`config.mk`:
```
export PLATFORM = sky130hd
export DESIGN_NAME = aes_bus_frontend_flat
export DESIGN_NICKNAME = d
export VERILOG_FILES = /design/src/rtl/aes_bus_frontend_if.sv /design/src/rtl/aes_bus_frontend.sv /design/src/flat_wrapper.sv
export SDC_FILE = /design/constraint.sdc
export NUM_CORES = 1
export LEC_CHECK = 0
export CAP_MARGIN = 25
export CORE_MARGIN = 5
export CORE_UTILIZATION = 49
export CTS_BUF_LIST = sky130_fd_sc_hd__clkbuf_8
export DETAILED_ROUTE_END_ITERATION = 10
export GPL_ROUTABILITY_DRIVEN = 0
export PLACE_DENSITY = 0.81
export SLEW_MARGIN = 5
export SYNTH_ARGS = -nofsm -noshare
export SYNTH_HDL_FRONTEND = slang
export SYNTH_SLANG_ARGS = --single-unit
```
`constraint.sdc`:
```
create_clock -name clk -period 3.1 [get_ports clk]
set_clock_uncertainty 0.1 [all_clocks]
set_input_delay 0.93 -clock clk [delete_from_list [all_inputs] [get_ports clk]]
set_output_delay 0.93 -clock clk [all_outputs]
set_load 0.05 [all_outputs]
```
`src/rtl/aes_bus_frontend_if.sv`:
```
// Host bus and cipher-core signal bundle for aes_bus_frontend.
// The slave modport is the front end; master is the host/core side.
interface aes_bus_frontend_if #(
   parameter int DATA_W  = 32,
   parameter int BLOCK_W = 128,
   parameter int KEY_W   = 128
);
   logic               initiate;
   logic               RW;
   logic               adress;
   logic               selCypher;
   logic               start;
   logic [DATA_W-1:0]  data_in;
   logic [DATA_W-1:0]  data_out;
   logic               data_oe;
   logic               busy;
   logic               result_valid;
   logic               core_start;
   logic               core_decrypt;
   logic [BLOCK_W-1:0] core_msg;
   logic [KEY_W-1:0]   core_key;
   logic               core_done;
   logic [BLOCK_W-1:0] core_result;

   modport slave (
      input  initiate, RW, adress, selCypher, start, data_in, core_done, core_result,
      output data_out, data_oe, busy, result_valid, core_start, core_decrypt,
             core_msg, core_key
   );

   modport master (
      output initiate, RW, adress, selCypher, start, data_in, core_done, core_result,
      input  data_out, data_oe, busy, result_valid, core_start, core_decrypt,
             core_msg, core_key
   );
endinterface

```
`src/rtl/aes_bus_frontend.sv`:
```
// Word-serial host front end: assembles message/key, launches the core, serialises the result.
// core_start one cycle after an accepted start; reads are combinational; writes are dropped while RUN.
module aes_bus_frontend #(
   parameter int DATA_W  = 32,
   parameter int BLOCK_W = 128,
   parameter int KEY_W   = 128
) (
   input logic              clk,
   input logic              reset,
   aes_bus_frontend_if.slave bus
);
   localparam int NM  = BLOCK_W / DATA_W;
   localparam int NK  = KEY_W / DATA_W;
   localparam int MPW = (NM > 1) ? $clog2(NM) : 1;
   localparam int KPW = (NK > 1) ? $clog2(NK) : 1;

   localparam logic [1:0] S_IDLE = 2'd0;
   localparam logic [1:0] S_RUN  = 2'd1;
   localparam logic [1:0] S_DONE = 2'd2;

   logic [1:0]         state_q, state_d;
   logic [BLOCK_W-1:0] msg_q, msg_d;
   logic [KEY_W-1:0]   key_q, key_d;
   logic [BLOCK_W-1:0] res_q, res_d;
   logic [MPW-1:0]     mptr_q, mptr_d;
   logic [KPW-1:0]     kptr_q, kptr_d;
   logic [MPW-1:0]     rptr_q, rptr_d;
   logic               busy_q, busy_d;
   logic               rvld_q, rvld_d;
   logic               cstart_q, cstart_d;
   logic               cdec_q, cdec_d;

   logic               wr_en, rd_en, start_ok;
   logic [DATA_W-1:0]  rd_word;

   always_comb begin
      wr_en    = bus.initiate & bus.RW & (state_q != S_RUN);
      rd_en    = bus.initiate & ~bus.RW & rvld_q;
      start_ok = bus.start & ~bus.initiate & (state_q != S_RUN);

      state_d  = state_q;
      msg_d    = msg_q;
      key_d    = key_q;
      res_d    = res_q;
      mptr_d   = mptr_q;
      kptr_d   = kptr_q;
      rptr_d   = rptr_q;
      busy_d   = busy_q;
      rvld_d   = rvld_q;
      cstart_d = 1'b0;
      cdec_d   = cdec_q;

      // Word 0 is the most significant word of each buffer.
      if (wr_en) begin
         if (!bus.adress) begin
            for (int i = 0; i < NM; i++)
               if (mptr_q == MPW'(i))
                  msg_d[(NM-1-i)*DATA_W +: DATA_W] = bus.data_in;
            mptr_d = (mptr_q == MPW'(NM-1)) ? '0 : mptr_q + 1'b1;
         end else begin
            for (int i = 0; i < NK; i++)
               if (kptr_q == KPW'(i))
                  key_d[(NK-1-i)*DATA_W +: DATA_W] = bus.data_in;
            kptr_d = (kptr_q == KPW'(NK-1)) ? '0 : kptr_q + 1'b1;
         end
      end

      if (rd_en)
         rptr_d = (rptr_q == MPW'(NM-1)) ? '0 : rptr_q + 1'b1;

      if (start_ok) begin
         state_d  = S_RUN;
         cstart_d = 1'b1;
         cdec_d   = ~bus.selCypher;
         busy_d   = 1'b1;
         rvld_d   = 1'b0;
         mptr_d   = '0;
         kptr_d   = '0;
         rptr_d   = '0;
      end else if (state_q == S_RUN && bus.core_done) begin
         res_d   = bus.core_result;
         rvld_d  = 1'b1;
         busy_d  = 1'b0;
         state_d = S_DONE;
      end
   end

   always_comb begin
      rd_word = '0;
      for (int i = 0; i < NM; i++)
         if (rptr_q == MPW'(i))
            rd_word = res_q[(NM-1-i)*DATA_W +: DATA_W];
   end

   always_ff @(posedge clk) begin
      if (reset) begin
         state_q  <= S_IDLE;
         msg_q    <= '0;
         key_q    <= '0;
         res_q    <= '0;
         mptr_q   <= '0;
         kptr_q   <= '0;
         rptr_q   <= '0;
         busy_q   <= 1'b0;
         rvld_q   <= 1'b0;
         cstart_q <= 1'b0;
         cdec_q   <= 1'b0;
      end else begin
         state_q  <= state_d;
         msg_q    <= msg_d;
         key_q    <= key_d;
         res_q    <= res_d;
         mptr_q   <= mptr_d;
         kptr_q   <= kptr_d;
         rptr_q   <= rptr_d;
         busy_q   <= busy_d;
         rvld_q   <= rvld_d;
         cstart_q <= cstart_d;
         cdec_q   <= cdec_d;
      end
   end

   assign bus.data_oe      = rd_en;
   assign bus.data_out     = rd_en ? rd_word : '0;
   assign bus.busy         = busy_q;
   assign bus.result_valid = rvld_q;
   assign bus.core_start   = cstart_q;
   assign bus.core_decrypt = cdec_q;
   assign bus.core_msg     = msg_q;
   assign bus.core_key     = key_q;
endmodule
```
`src/flat_wrapper.sv`:
```
// flat-port wrapper written by rule: the top's interface ports become plain ports
module aes_bus_frontend_flat 
#(
   parameter int DATA_W  = 32,
   parameter int BLOCK_W = 128,
   parameter int KEY_W   = 128
)
  (clk, reset, bus_initiate, bus_RW, bus_adress, bus_selCypher, bus_start, bus_data_in, bus_core_done, bus_core_result, bus_data_out, bus_data_oe, bus_busy, bus_result_valid, bus_core_start, bus_core_decrypt, bus_core_msg, bus_core_key);
  aes_bus_frontend_if #(.DATA_W(DATA_W), .BLOCK_W(BLOCK_W), .KEY_W(KEY_W)) bus_i ();
  input logic clk;
  input logic reset;
  input wire logic [$bits(bus_i.initiate)-1:0] bus_initiate;
  input wire logic [$bits(bus_i.RW)-1:0] bus_RW;
  input wire logic [$bits(bus_i.adress)-1:0] bus_adress;
  input wire logic [$bits(bus_i.selCypher)-1:0] bus_selCypher;
  input wire logic [$bits(bus_i.start)-1:0] bus_start;
  input wire logic [$bits(bus_i.data_in)-1:0] bus_data_in;
  input wire logic [$bits(bus_i.core_done)-1:0] bus_core_done;
  input wire logic [$bits(bus_i.core_result)-1:0] bus_core_result;
  output wire logic [$bits(bus_i.data_out)-1:0] bus_data_out;
  output wire logic [$bits(bus_i.data_oe)-1:0] bus_data_oe;
  output wire logic [$bits(bus_i.busy)-1:0] bus_busy;
  output wire logic [$bits(bus_i.result_valid)-1:0] bus_result_valid;
  output wire logic [$bits(bus_i.core_start)-1:0] bus_core_start;
  output wire logic [$bits(bus_i.core_decrypt)-1:0] bus_core_decrypt;
  output wire logic [$bits(bus_i.core_msg)-1:0] bus_core_msg;
  output wire logic [$bits(bus_i.core_key)-1:0] bus_core_key;
  assign bus_i.initiate = bus_initiate;
  assign bus_i.RW = bus_RW;
  assign bus_i.adress = bus_adress;
  assign bus_i.selCypher = bus_selCypher;
  assign bus_i.start = bus_start;
  assign bus_i.data_in = bus_data_in;
  assign bus_i.core_done = bus_core_done;
  assign bus_i.core_result = bus_core_result;
  assign bus_data_out = bus_i.data_out;
  assign bus_data_oe = bus_i.data_oe;
  assign bus_busy = bus_i.busy;
  assign bus_result_valid = bus_i.result_valid;
  assign bus_core_start = bus_i.core_start;
  assign bus_core_decrypt = bus_i.core_decrypt;
  assign bus_core_msg = bus_i.core_msg;
  assign bus_core_key = bus_i.core_key;
  aes_bus_frontend #(.DATA_W(DATA_W), .BLOCK_W(BLOCK_W), .KEY_W(KEY_W)) u_core (.clk(clk), .reset(reset), .bus(bus_i));
endmodule
```
# ---- Word-level counts from Yosys, hierarchy flattened
# Index checks and enable logic that the tools add are counted.
dict set report op_classes {
  n_addsub 3
  multipliers 0
  n_div 0
  order_cmp 0
  eq_ne 11
  n_shift 0
  muxes 13
  n_bitwise 11
  n_reduce_logical 17
}
# operator n
set op_table {}
lappend op_table {{2-to-1 mux 32 bit} 5}
lappend op_table {{AND reduction 3 bit} 8}
lappend op_table {{== test 2 bit (second input constant)} 6}
lappend op_table {{== test 2 x 1 -> 1 bit (second input constant)} 4}
lappend op_table {{adder 2 x 1 -> 2 bit (second input constant)} 3}
lappend op_table {{AND 1 bit} 6}
lappend op_table {{zero test 2 bit} 3}
lappend op_table {{2-to-1 mux 2 bit} 3}
lappend op_table {{AND reduction 2 bit} 3}
lappend op_table {{2-to-1 mux 1 bit} 5}
lappend op_table {{NOT 1 bit} 5}
lappend op_table {{!= test 2 x 1 -> 1 bit (second input constant)} 1}
lappend op_table {{nonzero test 2 bit} 1}
lappend op_table {{OR reduction 2 bit} 1}
lappend op_table {{logical AND 1 bit} 1}
dict set report totals {
  register_bits 395
  latch_bits 0
  ramBits 0
  rom_bits 0
  input_bits 168
  word_cells 72
  n_memories 0
}

# ---- Logic depth before layout (Yosys ltp)
# Gate-level depths: netlist (run 1).
dict set report depth {
  word_depth 6
  mapped_depth 8
  depth_no_buf 5
}

# ---- Worst setup path before layout (run 1)
# No wires, ideal clock.
dict set report synth_path {
  path_kind {input to output}
  start {in bus_RW}
  end {out bus_data_out[23]}
  arrival_ns 2.886
  required_ns 2.070
  path_slack_ns -0.816
  path_stages 5
  n_path_buf 2
  cell_sequence {buf_4 nand3b_1 buf_2 a211o_1 o21ai_0}
}
dict set report synth_between {
  elab_chain_len 4
}
# element line
set synth_rtl {}
lappend synth_rtl {{start, declared} flat_wrapper.sv:13} ;# input wire logic [$bits(bus_i.RW)-1:0] bus_RW;
lappend synth_rtl {{NOT 1 bit} aes_bus_frontend.sv:38} ;# rd_en = bus.initiate & ~bus.RW & rvld_q;
lappend synth_rtl {{AND 1 bit (2 in series)} aes_bus_frontend.sv:38}
lappend synth_rtl {{2-to-1 mux 32 bit} aes_bus_frontend.sv:124} ;# assign bus.data_out = rd_en ? rd_word : '0;
lappend synth_rtl {{end, declared} flat_wrapper.sv:20} ;# output wire logic [$bits(bus_i.data_out)-1:0] bus_data_out;
# No other way between the ends.

# ---- Worst setup path after layout (run 1)
dict set report layout_path {
  start {reg u_core.rptr_q[0]}
  end {out bus_data_out[13]}
}
dict set report layout_between {
  elab_chain_len 6
  word_cells_on_any_way 9
}
# element line
set layout_rtl {}
lappend layout_rtl {{start, declared} aes_bus_frontend.sv:27} ;# logic [MPW-1:0] rptr_q, rptr_d;
lappend layout_rtl {{start signal, assigned} aes_bus_frontend.sv:115} ;# rptr_q <= rptr_d;
lappend layout_rtl {{zero test 2 bit} aes_bus_frontend.sv:91} ;# if (rptr_q == MPW'(i))
lappend layout_rtl {{2-to-1 mux 32 bit (3 in series)} aes_bus_frontend.sv:91}
lappend layout_rtl {{2-to-1 mux 32 bit *} aes_bus_frontend.sv:91}
lappend layout_rtl {{2-to-1 mux 32 bit *} aes_bus_frontend.sv:124}
# Mark *: on every way between the ends. The rest lies on a longest branch, timed or not.

==> reports/metrics.yaml, run 1 <==
clk_pin_slew_worst_paths_ns: 0.06
hold_slack_ns: 0.353
synth.ff_latch_count: 394
final.setup.tns_ns: -2.20
grt_util_met3: 0.0865
max-cap-violations: 0
cts_tree: "built"
r2r-end: "u_core.bus.core_key[42]"
worst-setup-path-type: "reg -> out"
layout_common_cells: "nand2_1 (551), clkdlybuf4s50_1 (424), dfxtp_1 (391), mux2i_1 (256), a21oi_1 (135)"
hold_class: "reg -> reg"
status: "finished with violations"
number_of_setup_violations_in_the_final_report: 32
num_vias: 14500
global_route.usage.met1: 0.323
netlist_area_sq_um: 15300
post_drt_wl_per_cell_um: 21.6
grt_overflow: 0
min_to: "u_core.bus.core_key[113]"
htreeDepth: 3
worst_hold_path.num_cells: 2
synth_top_cells_by_area: "dfxtp_1 (52%), mux2i_1 (17%), nand2_1 (14%)"
post_drt_antenna_nets: 0
failed_checks: "setup timing"
power.total_mw: 10.8
fin_crit_sh: 1.06
maximum_number_of_pins_on_one_net_before_global_route_repair: 132
area_growth_pct: 49.9
crit_path_end_kind: "primary output"
design.portCount: 461
synth-seq-area-share: 0.515
die_area_sq_um: 34900
hold_viol: 0
remaining_drc_errors: 0
post_synth_num_cell_types: 34
root_buffer: "clkbuf_8"
grt_pass1_vias: 14500
drive_above_1_share: 0.129
final.setup.worst_slack_ns: -0.171
firstDrtPassIters: 6
synth-warning-count: 0
achievable_clock_frequency_mhz: 306
totalWireLength_um: 56100
cts_buffer_depth: 3
rsz0062_at_grt: "true"
worst-slew-pin-transition_ns: 0.715
critical_path.startpoint_type: "flip-flop"
groute.usage.overall: 0.294
total_leakage_power_nw: 9.52
irDropWorstVdd_uv: 428
worst-path-max-fanout: 7
worst-endpoint-arrival_ns: 2.24
final_core_utilization: 0.747
synth_cells: 1684
rrSetupSlack_ns: 1.04
grt_busiest_layer: "met2"
synth_fp_nets: 1864
worst_r2r_path_depth: 4
antenna_found_initial: 12
final-instance-count-excl-fill: 2600
syn-mean-instance-area_sq_um: 9.09
die-height_um: 187
finalCriticalPeriod_ns: 3.27
place.detailed.hpwl_um: 36500
clk-insertion-delay-late_ns: 0.57
count_of_port_buffers_added_during_placement: 460
worst_hold_startpoint: "u_core.bus.core_key[113]"
routed_via_density: 5.57
power_per_cell_area_nw_per_um2: 470
placementRows: 64
detailedRoute.firstIterationViolations: 1180
final_nets: 2328
timing.slew.headroom: 0.523
synth.largest_area_cell: "dfxtp_1"
final-max-slew-violation-count: 0
numClockSinks: 394
postPlaceCellArea_sq_um: 20600
fp.coreArea_sq_um: 30700
mostFrequentLayoutCell: "nand2_1"
cts-buffers-inserted: 66
crit_required_ns: 2.07
pre_cts_ws_ns: -0.532
die_w_um: 187
reg_to_reg_critical_path_startpoint: "u_core.bus.busy"
grt_first_pass_wirelength_um: 82500
use_met2: 0.500
initial_core_util: 0.498
finalInstanceArea_sq_um: 23000
synth.top_cell.area_share: 0.515
dp.cells: 2460
## worst max-delay path: stages (launching register included)
cell,delay (ns)
dfxtp_4,0.39
inv_4,0.06
ha_4,0.14
nor2b_4,0.17
buf_4,0.18
a221oi_2,0.44
o21ai_4,0.10
buf_4,0.20
## state kept, by name, summed over array words and instances (netlist names), 2 cells and up
register and count:
u_core.bus.core_key 128, u_core.bus.core_msg 128, u_core.kptr_q 2, u_core.mptr_q 2, u_core.res_q 128, u_core.rptr_q 2
## logic make-up after synthesis
logic type / share of synthesized area
buffers and inverters: 0.0540
adders and majority gates: 0.00980
and+or+nand+nor: 0.160
AOI/OAI and AO/OA: 0.0936
DFF: 0.515
muxes: 0.167
## Yosys cell counts, drive strengths merged
library cell and count:
nor3 1, clkinv 1, or4 1, nand2b 3, a211oi 1, nor3b 1
clkbuf 68, and3b 2, nor2 4, nand4 5, nand2 551, o21ai 35
nor2b 2, a21oi 135, inv 41, dfxtp 394, buf 63, o31ai 2
nand3b 3, a221oi 32, a211o 32, ha 12, mux2i 256, or3 1
and2 1, nand3 37
## per-layer routing
metal | vias up | wire (um)
li1 | 6586 | -
met1 | 6836 | 20300
met2 | 800 | 26800
met3 | 248 | 4940
met4 | 6 | 4030
met5 | - | 40
## worst max-delay path by stage
stage / startpoint / endpoint / slack, ns
after floorplan: bus_RW / bus_data_out[10] / -0.08
after global placement: bus_RW / bus_data_out[17] / -0.49
after detailed placement: bus_RW / bus_data_out[29] / -0.53
after CTS: u_core.rptr_q[0] / bus_data_out[27] / -0.1
after global routing: u_core.rptr_q[0] / bus_data_out[13] / -0.22
final: u_core.rptr_q[0] / bus_data_out[13] / -0.17
## what timing repair did
| action | CTS | global route |
|---|---|---|
| buffers inserted | 10 | 4 |
| pin swaps | 20 | 25 |
| cloned | 3 | 7 |
| gates resized for setup | 128 | 13 |
| hold buffers | 0 | 0 |
| setup endpoints to repair | 33 | 32 |
## report_power, final
group	leakage (nW)	switching, mW	internal, mW
Sequential	3.18	0.0671	5.16
Combinational	5.58	0.542	0.398
Clock	0.758	2.12	2.51
Total	9.52	2.73	8.07
## final cells by class
| cell class | instances | area (sq um) |
|---|---|---|
| Antenna cell | 10 | 25.0 |
| Multi-Input combinational cell | 1117 | 7500 |
| Clock buffer | 83 | 1140 |
| Tap cell | 396 | 495 |
| Inverter | 42 | 171 |
| Sequential cell | 394 | 7890 |
| Fill cell | 2047 | 7790 |
| Clock inverter | 31 | 191 |
| Timing Repair Buffer | 527 | 5540 |
Note: power is estimated with default switching activity, not from simulation.
==> inputs of run 2 (changes only) <==
Settings changed: CAP_MARGIN 25 to default.
==> results of run 2 <==
No change in the layout: final DEF, timing and power equal those of run 1.
